### config.mk
export PLATFORM = sky130hd
export DESIGN_NAME = tour_cmd_flat
export DESIGN_NICKNAME = d
export VERILOG_FILES = /design/src/rtl/tour_cmd_if.sv /design/src/rtl/tour_cmd.sv /design/src/flat_wrapper.sv
export SDC_FILE = /design/constraint.sdc
export NUM_CORES = 1
export LEC_CHECK = 0
export ABC_AREA = 1
export BUFFER_PORTS_ARGS = -buffer_cell sky130_fd_sc_hd__buf_2
export CORE_AREA = 5 5 59 66
export DETAILED_ROUTE_END_ITERATION = 8
export DIE_AREA = 0 0 64 71
export PLACE_DENSITY_LB_ADDON = 0.12
export SETUP_SLACK_MARGIN = 0.5
export SYNTH_ARGS = -nofsm -noshare
export SYNTH_HDL_FRONTEND = slang
export SYNTH_SLANG_ARGS = --single-unit
export TNS_END_PERCENT = 50
### constraint.sdc
create_clock -name clk -period 1.7 [get_ports clk]
set_input_delay 0.34 -clock clk [delete_from_list [all_inputs] [get_ports clk]]
set_output_delay 0.34 -clock clk [all_outputs]
set_load 0.01 [all_outputs]
### src/rtl/tour_cmd_if.sv
// tour_cmd_if: bundles the tour_cmd solver, robot and status signals
//   start_tour  : solver -> block, one-cycle replay start pulse
//   mv_indx[4:0]: block -> solver, move index into the move store
//   move[7:0]   : solver -> block, one-hot move (registered in the solver)
//   cmd[15:0]   : block -> robot, {opcode, heading, square count}
//   cmd_rdy     : block -> robot, cmd valid until clr_cmd_rdy
//   clr_cmd_rdy : robot -> block, cmd accepted
//   resp_rdy    : robot -> block, command finished pulse
//   tour_done   : block -> system, one-cycle pulse after the final move
//   mv_err      : block -> system, sticky non-one-hot move flag
// Modport slave is the tour_cmd side, master is the solver/robot side.
interface tour_cmd_if;
  logic start_tour;
  logic [4:0] mv_indx;
  logic [7:0] move;
  logic [15:0] cmd;
  logic cmd_rdy;
  logic clr_cmd_rdy;
  logic resp_rdy;
  logic tour_done;
  logic mv_err;
  modport slave(input start_tour, move, clr_cmd_rdy, resp_rdy,
                output mv_indx, cmd, cmd_rdy, tour_done, mv_err);
  modport master(output start_tour, move, clr_cmd_rdy, resp_rdy,
                 input mv_indx, cmd, cmd_rdy, tour_done, mv_err);
endinterface

### src/rtl/tour_cmd.sv
// tour_cmd: replays a knight's tour as vertical then horizontal robot move commands
//   clk, rst : system clock, synchronous active-high reset
//   bus      : tour_cmd_if.slave (start_tour, mv_indx, move, cmd, cmd_rdy,
//              clr_cmd_rdy, resp_rdy, tour_done, mv_err)
//   NUM_MOVES: number of moves replayed per tour
//   TOUR_CMD_FANFARE_EN: when defined the horizontal leg uses opcode 4'h3
module tour_cmd #(
  parameter int NUM_MOVES = 24
) (
  input logic clk,
  input logic rst,
  tour_cmd_if.slave bus
);
  typedef enum logic [2:0] {IDLE, FETCH, LOAD, VERT, VWAIT, HORZ, HWAIT, DONE} state_t;
`ifdef TOUR_CMD_FANFARE_EN
  localparam logic [3:0] OP_H = 4'h3;
`else
  localparam logic [3:0] OP_H = 4'h2;
`endif
  localparam logic [4:0] LAST = 5'(NUM_MOVES - 1);
  state_t state_q, state_d;
  logic [4:0] mv_indx_q, mv_indx_d;
  logic [15:0] cmd_q, cmd_d;
  logic [7:0] move_q, move_d;
  logic cmd_rdy_q, cmd_rdy_d, mv_err_q, mv_err_d;
  logic one_hot;
  logic [15:0] v_cmd, h_cmd;
  assign one_hot = (bus.move != 8'h00) && ((bus.move & (bus.move - 8'd1)) == 8'h00);
  // Masks group the eight knight moves by sign and magnitude of dy / dx.
  assign v_cmd = {4'h2, |(move_q & 8'h87) ? 8'h00 : 8'h7F, |(move_q & 8'h33) ? 4'd2 : 4'd1};
  assign h_cmd = {OP_H, |(move_q & 8'hE1) ? 8'hBF : 8'h3F, |(move_q & 8'hCC) ? 4'd2 : 4'd1};
  always_comb begin
    state_d = state_q;
    mv_indx_d = mv_indx_q;
    cmd_d = cmd_q;
    move_d = move_q;
    cmd_rdy_d = cmd_rdy_q;
    mv_err_d = mv_err_q;
    case (state_q)
      IDLE: if (bus.start_tour) begin
        state_d = FETCH;
        mv_indx_d = '0;
        mv_err_d = 1'b0;
      end
      FETCH: state_d = LOAD;
      LOAD: begin
        move_d = bus.move;
        state_d = one_hot ? VERT : IDLE;
        mv_err_d = mv_err_q | ~one_hot;
      end
      // First cycle of a leg loads cmd; clr only counts once cmd_rdy is up.
      VERT: if (!cmd_rdy_q) begin
        cmd_d = v_cmd;
        cmd_rdy_d = 1'b1;
      end else if (bus.clr_cmd_rdy) begin
        cmd_rdy_d = 1'b0;
        state_d = VWAIT;
      end
      VWAIT: state_d = bus.resp_rdy ? HORZ : VWAIT;
      HORZ: if (!cmd_rdy_q) begin
        cmd_d = h_cmd;
        cmd_rdy_d = 1'b1;
      end else if (bus.clr_cmd_rdy) begin
        cmd_rdy_d = 1'b0;
        state_d = HWAIT;
      end
      HWAIT: if (bus.resp_rdy) begin
        state_d = (mv_indx_q == LAST) ? DONE : FETCH;
        mv_indx_d = (mv_indx_q == LAST) ? mv_indx_q : mv_indx_q + 5'd1;
      end
      DONE: state_d = IDLE;
      default: state_d = IDLE;
    endcase
  end
  always_ff @(posedge clk) begin
    if (rst) begin
      state_q <= IDLE;
      mv_indx_q <= '0;
      cmd_q <= '0;
      move_q <= '0;
      cmd_rdy_q <= 1'b0;
      mv_err_q <= 1'b0;
    end else begin
      state_q <= state_d;
      mv_indx_q <= mv_indx_d;
      cmd_q <= cmd_d;
      move_q <= move_d;
      cmd_rdy_q <= cmd_rdy_d;
      mv_err_q <= mv_err_d;
    end
  end
  assign bus.mv_indx = mv_indx_q;
  assign bus.cmd = cmd_q;
  assign bus.cmd_rdy = cmd_rdy_q;
  assign bus.tour_done = (state_q == DONE);
  assign bus.mv_err = mv_err_q;
endmodule

### src/flat_wrapper.sv
// flat-port wrapper written by rule: the top's interface ports become plain ports
module tour_cmd_flat 
#(
  parameter int NUM_MOVES = 24
)
  (clk, rst, bus_start_tour, bus_move, bus_clr_cmd_rdy, bus_resp_rdy, bus_mv_indx, bus_cmd, bus_cmd_rdy, bus_tour_done, bus_mv_err);
  tour_cmd_if bus_i ();
  input logic clk;
  input logic rst;
  input wire logic [$bits(bus_i.start_tour)-1:0] bus_start_tour;
  input wire logic [$bits(bus_i.move)-1:0] bus_move;
  input wire logic [$bits(bus_i.clr_cmd_rdy)-1:0] bus_clr_cmd_rdy;
  input wire logic [$bits(bus_i.resp_rdy)-1:0] bus_resp_rdy;
  output wire logic [$bits(bus_i.mv_indx)-1:0] bus_mv_indx;
  output wire logic [$bits(bus_i.cmd)-1:0] bus_cmd;
  output wire logic [$bits(bus_i.cmd_rdy)-1:0] bus_cmd_rdy;
  output wire logic [$bits(bus_i.tour_done)-1:0] bus_tour_done;
  output wire logic [$bits(bus_i.mv_err)-1:0] bus_mv_err;
  assign bus_i.start_tour = bus_start_tour;
  assign bus_i.move = bus_move;
  assign bus_i.clr_cmd_rdy = bus_clr_cmd_rdy;
  assign bus_i.resp_rdy = bus_resp_rdy;
  assign bus_mv_indx = bus_i.mv_indx;
  assign bus_cmd = bus_i.cmd;
  assign bus_cmd_rdy = bus_i.cmd_rdy;
  assign bus_tour_done = bus_i.tour_done;
  assign bus_mv_err = bus_i.mv_err;
  tour_cmd #(.NUM_MOVES(NUM_MOVES)) u_core (.clk(clk), .rst(rst), .bus(bus_i));
endmodule
==> flow_metrics.env <==
export IMPL_outcome="finished, final reports clean"
export IMPL_synth_mux_area_share_pct=0
export IMPL_io_buffers=31
export IMPL_timing_max_cap_violations=0
export IMPL_wl_per_cell_um=12.0
export IMPL_cts_tree="built"
export IMPL_placed_area_um2=1520
export IMPL_p_int_uw=1580
export IMPL_critPathLaunch="u_core.state_q[1]"
export IMPL_syn_inst=186
export IMPL_cts_buffers=3
export IMPL_cpLargestDelayFamily="flip-flops"
export IMPL_min_from="bus_move[3]"
export IMPL_grt_max_degree=14
export IMPL_ys_warn_count=0
export IMPL_syn_avg_cell_area_um2=7.26
export IMPL_reg2regPathDepth=8
export IMPL_min_period_over_period_pct=81.8
export IMPL_crit_path_cell_trace="inv_6 > nor3_4 > buf_2"
export IMPL_place_gp_congestion=0.881
export IMPL_cts_buffer_depth=2
export IMPL_syn_area_um2=1350
export IMPL_vias=1336
export IMPL_synthSimpleGateAreaFrac_pct=32.2
export IMPL_drtIter0Drc=63
export IMPL_synth_compound_area_share_pct=15.4
export IMPL_antenna_found_initial=0
export IMPL_htreeDepth=1
export IMPL_final_common_cell="buf_2"
export IMPL_max_freq_mhz=719
export IMPL_nNetsFinal=253
export IMPL_cts_clk_slew_worst_paths_ns=0.13
export IMPL_die_w_um=64
export IMPL_drc=0
export IMPL_first_pass_iters=4
export IMPL_globalRouteTotalUtil_pct=13.5
export IMPL_synth_fa_ha_area_share_pct=0.927
export IMPL_crit_fanout=4
export IMPL_core_area_um2=3220
export IMPL_worstHoldPathType="input port to register"
export IMPL_viasPerCell=4.88
export IMPL_rsz0062_at_grt="true"
export IMPL_ios=37
export IMPL_reg2reg_from="u_core.state_q[1]"
export IMPL_ctsRootBufferMaster="clkbuf_4"
export IMPL_die_height_um=71
export IMPL_cp_end_kind="output pin"
export IMPL_synth_top_area_share_pct=35.6
export IMPL_clock_sinks=24
export IMPL_grt_pass1_vias=1193
export IMPL_peakVddDrop_mv=0.923
export IMPL_synthTopCellsByArea="dfxtp_1 (36%), nand2_1 (7.8%), a21oi_1 (7.4%)"
export IMPL_layout_common_cells="buf_2 (31), nand2_1 (23), buf_4 (21), inv_1 (19), a21oi_1 (18)"
export IMPL_num_fill_cells=291
export IMPL_finalHoldViolCount=0
export IMPL_synth_cell_types=29
export IMPL_critPathRequiredTime_ns=1.36
export IMPL_ant_nets=0
export IMPL_ys_seq_area_share_pct=35.6
export IMPL_slowest_stage="dfxtp_4"
export IMPL_dp_cells=244
export IMPL_drive_gt1_share_pct=44.5
export IMPL_finalNonFillerCells=274
export IMPL_grt_overflow=0
export IMPL_multi_input_area_um2=827
export IMPL_min_delay_path_depth=3
export IMPL_finClkSkew_ns=0.00675
export IMPL_power_frac_clock_pct=9.3
export IMPL_crit_arrival_ns=1.05
export IMPL_antenna_cells=0
export IMPL_synth_xor_area_share_pct=1.95
export IMPL_cpPeakStageDelay_ns=0.39
export IMPL_area_delta_synth_final_pct=41.1
export IMPL_slew_viol_final=0
export IMPL_pwr_share_seq_pct=31.0
export IMPL_critical_path_depth=3
export IMPL_clkLatencyLatePin_ns=0.30
export IMPL_synth_seq_cells=24
export IMPL_tns_ns=0
export IMPL_initial_core_util_pct=41.9
export IMPL_cellLeakagePower_uw=0.000882
export IMPL_timing_critical_path_from_type="register"
export IMPL_critPathBufInv=2
export IMPL_finalSetupViolCount=0
export IMPL_worstSetupPathType="register to output pin"
export IMPL_power_density_nw_per_um2=1420
export IMPL_grt_pass1_wl_mm=5.05
export IMPL_yosysTopAreaCell="dfxtp_1"
export IMPL_hold_buffers=0
export IMPL_finalCriticalPeriod_ns=1.39
export IMPL_ff_latch_area_um2=510
export IMPL_swShare_pct=41.7
export IMPL_routed_wl_mm=3.30
export IMPL_pwr_share_comb_pct=59.7
export IMPL_hold_worst_slack_ns=0.300
export IMPL_dp_hpwl_mm=2.25
export IMPL_dieArea_um2=4540
export IMPL_p_switching_uw=1130
export IMPL_fin_area_um2=1910
export IMPL_synth_top_family_by_area="simple AND/OR/NAND/NOR gates"
export IMPL_placementRows=22
[power by group through the flow]
stage | logic [uW] | clock network, uW | registers (uW)
2_1_floorplan | 739 | 0 | 895
3_3_place_gp | 941 | 0 | 878
3_5_place_dp | 937 | 0 | 888
4_1_cts | 1140 | 265 | 837
5_1_grt | 1750 | 297 | 859
6_report | 1610 | 252 | 836
[what timing repair did]
item | in CTS | in global routing
gates resized for setup | 17 | 28
buffers inserted | 8 | 18
pin swaps | 7 | 13
endpoints found under the setup margin | 30 | 36
[synthesized netlist by cell type (all sizes together)]
master	n
a21oi	20
a31oi	1
buf	11
clkbuf	2
conb	1
dfxtp	24
ha	1
inv	26
nand2	31
nand3	17
nand4	2
nor2	25
nor3	4
nor3b	1
o211a	1
o21ai	16
xor2	3
[metal layers]
metal	vias up	global-route usage, %	share of wire (%)
met2	34	23.6	52
met3	4	2.22	5.1
met1	602	15.9	41
met4	0	6.00	1.1
li1	696	-	-
met5	-	0	0
[registers in the layout, indices dropped and copies added (netlist names)]
name                flops
u_core.bus.mv_indx      5
u_core.bus.cmd          6
u_core.state_q          3
u_core.bus.cmd_rdy      1
u_core.move_q           8
u_core.bus.mv_err       1
[final timing paths]
| kind | end | slack, ns |
|---|---|---|
| hold reg to reg | u_core.bus.cmd[11] | 0.47 |
| hold / removal | u_core.move_q[3] | 0.30 |
| setup reg to reg | u_core.bus.mv_indx[0] | 0.32 |
| setup / recovery | bus_tour_done | 0.31 |
[worst min-delay path: stages]
cell and delay [ns]:
buf_2 0.11, inv_1 0.07, a21oi_1 0.06
[final cells by class]
| class | count | area share [%] |
|---|---|---|
| Multi-Input combinational cell | 127 | 43.4 |
| Sequential cell | 24 | 26.8 |
| Timing Repair Buffer | 57 | 20.3 |
| Inverter | 26 | 5.78 |
| Tap cell | 36 | 2.36 |
| Clock buffer | 4 | 1.38 |
[logic make-up (layout without fill, tap and decap cells)]
logic type / Yosys count / in the layout
flip-flops: 24 / 24
buffers and inverters: 39 / 87
adder cells (fa/ha/maj): 1 / 1
AO/OA/AOI/OAI: 38 / 38
XOR/XNOR: 3 / 3
AND/OR/NAND/NOR: 80 / 80
other: 1 / 5
[through the flow]
stage	worst slack [ns]	utilization, %	power (uW)
CTS	0.313	51.4	2240
detailed placement	0.360	47.2	1830
global route	0.255	59.2	2910
global placement	0.386	47.2	1820
floorplan	0.415	-	1630
finish	0.309	59.2	2700
No activity file was read; power rests on OpenSTA's default activity.
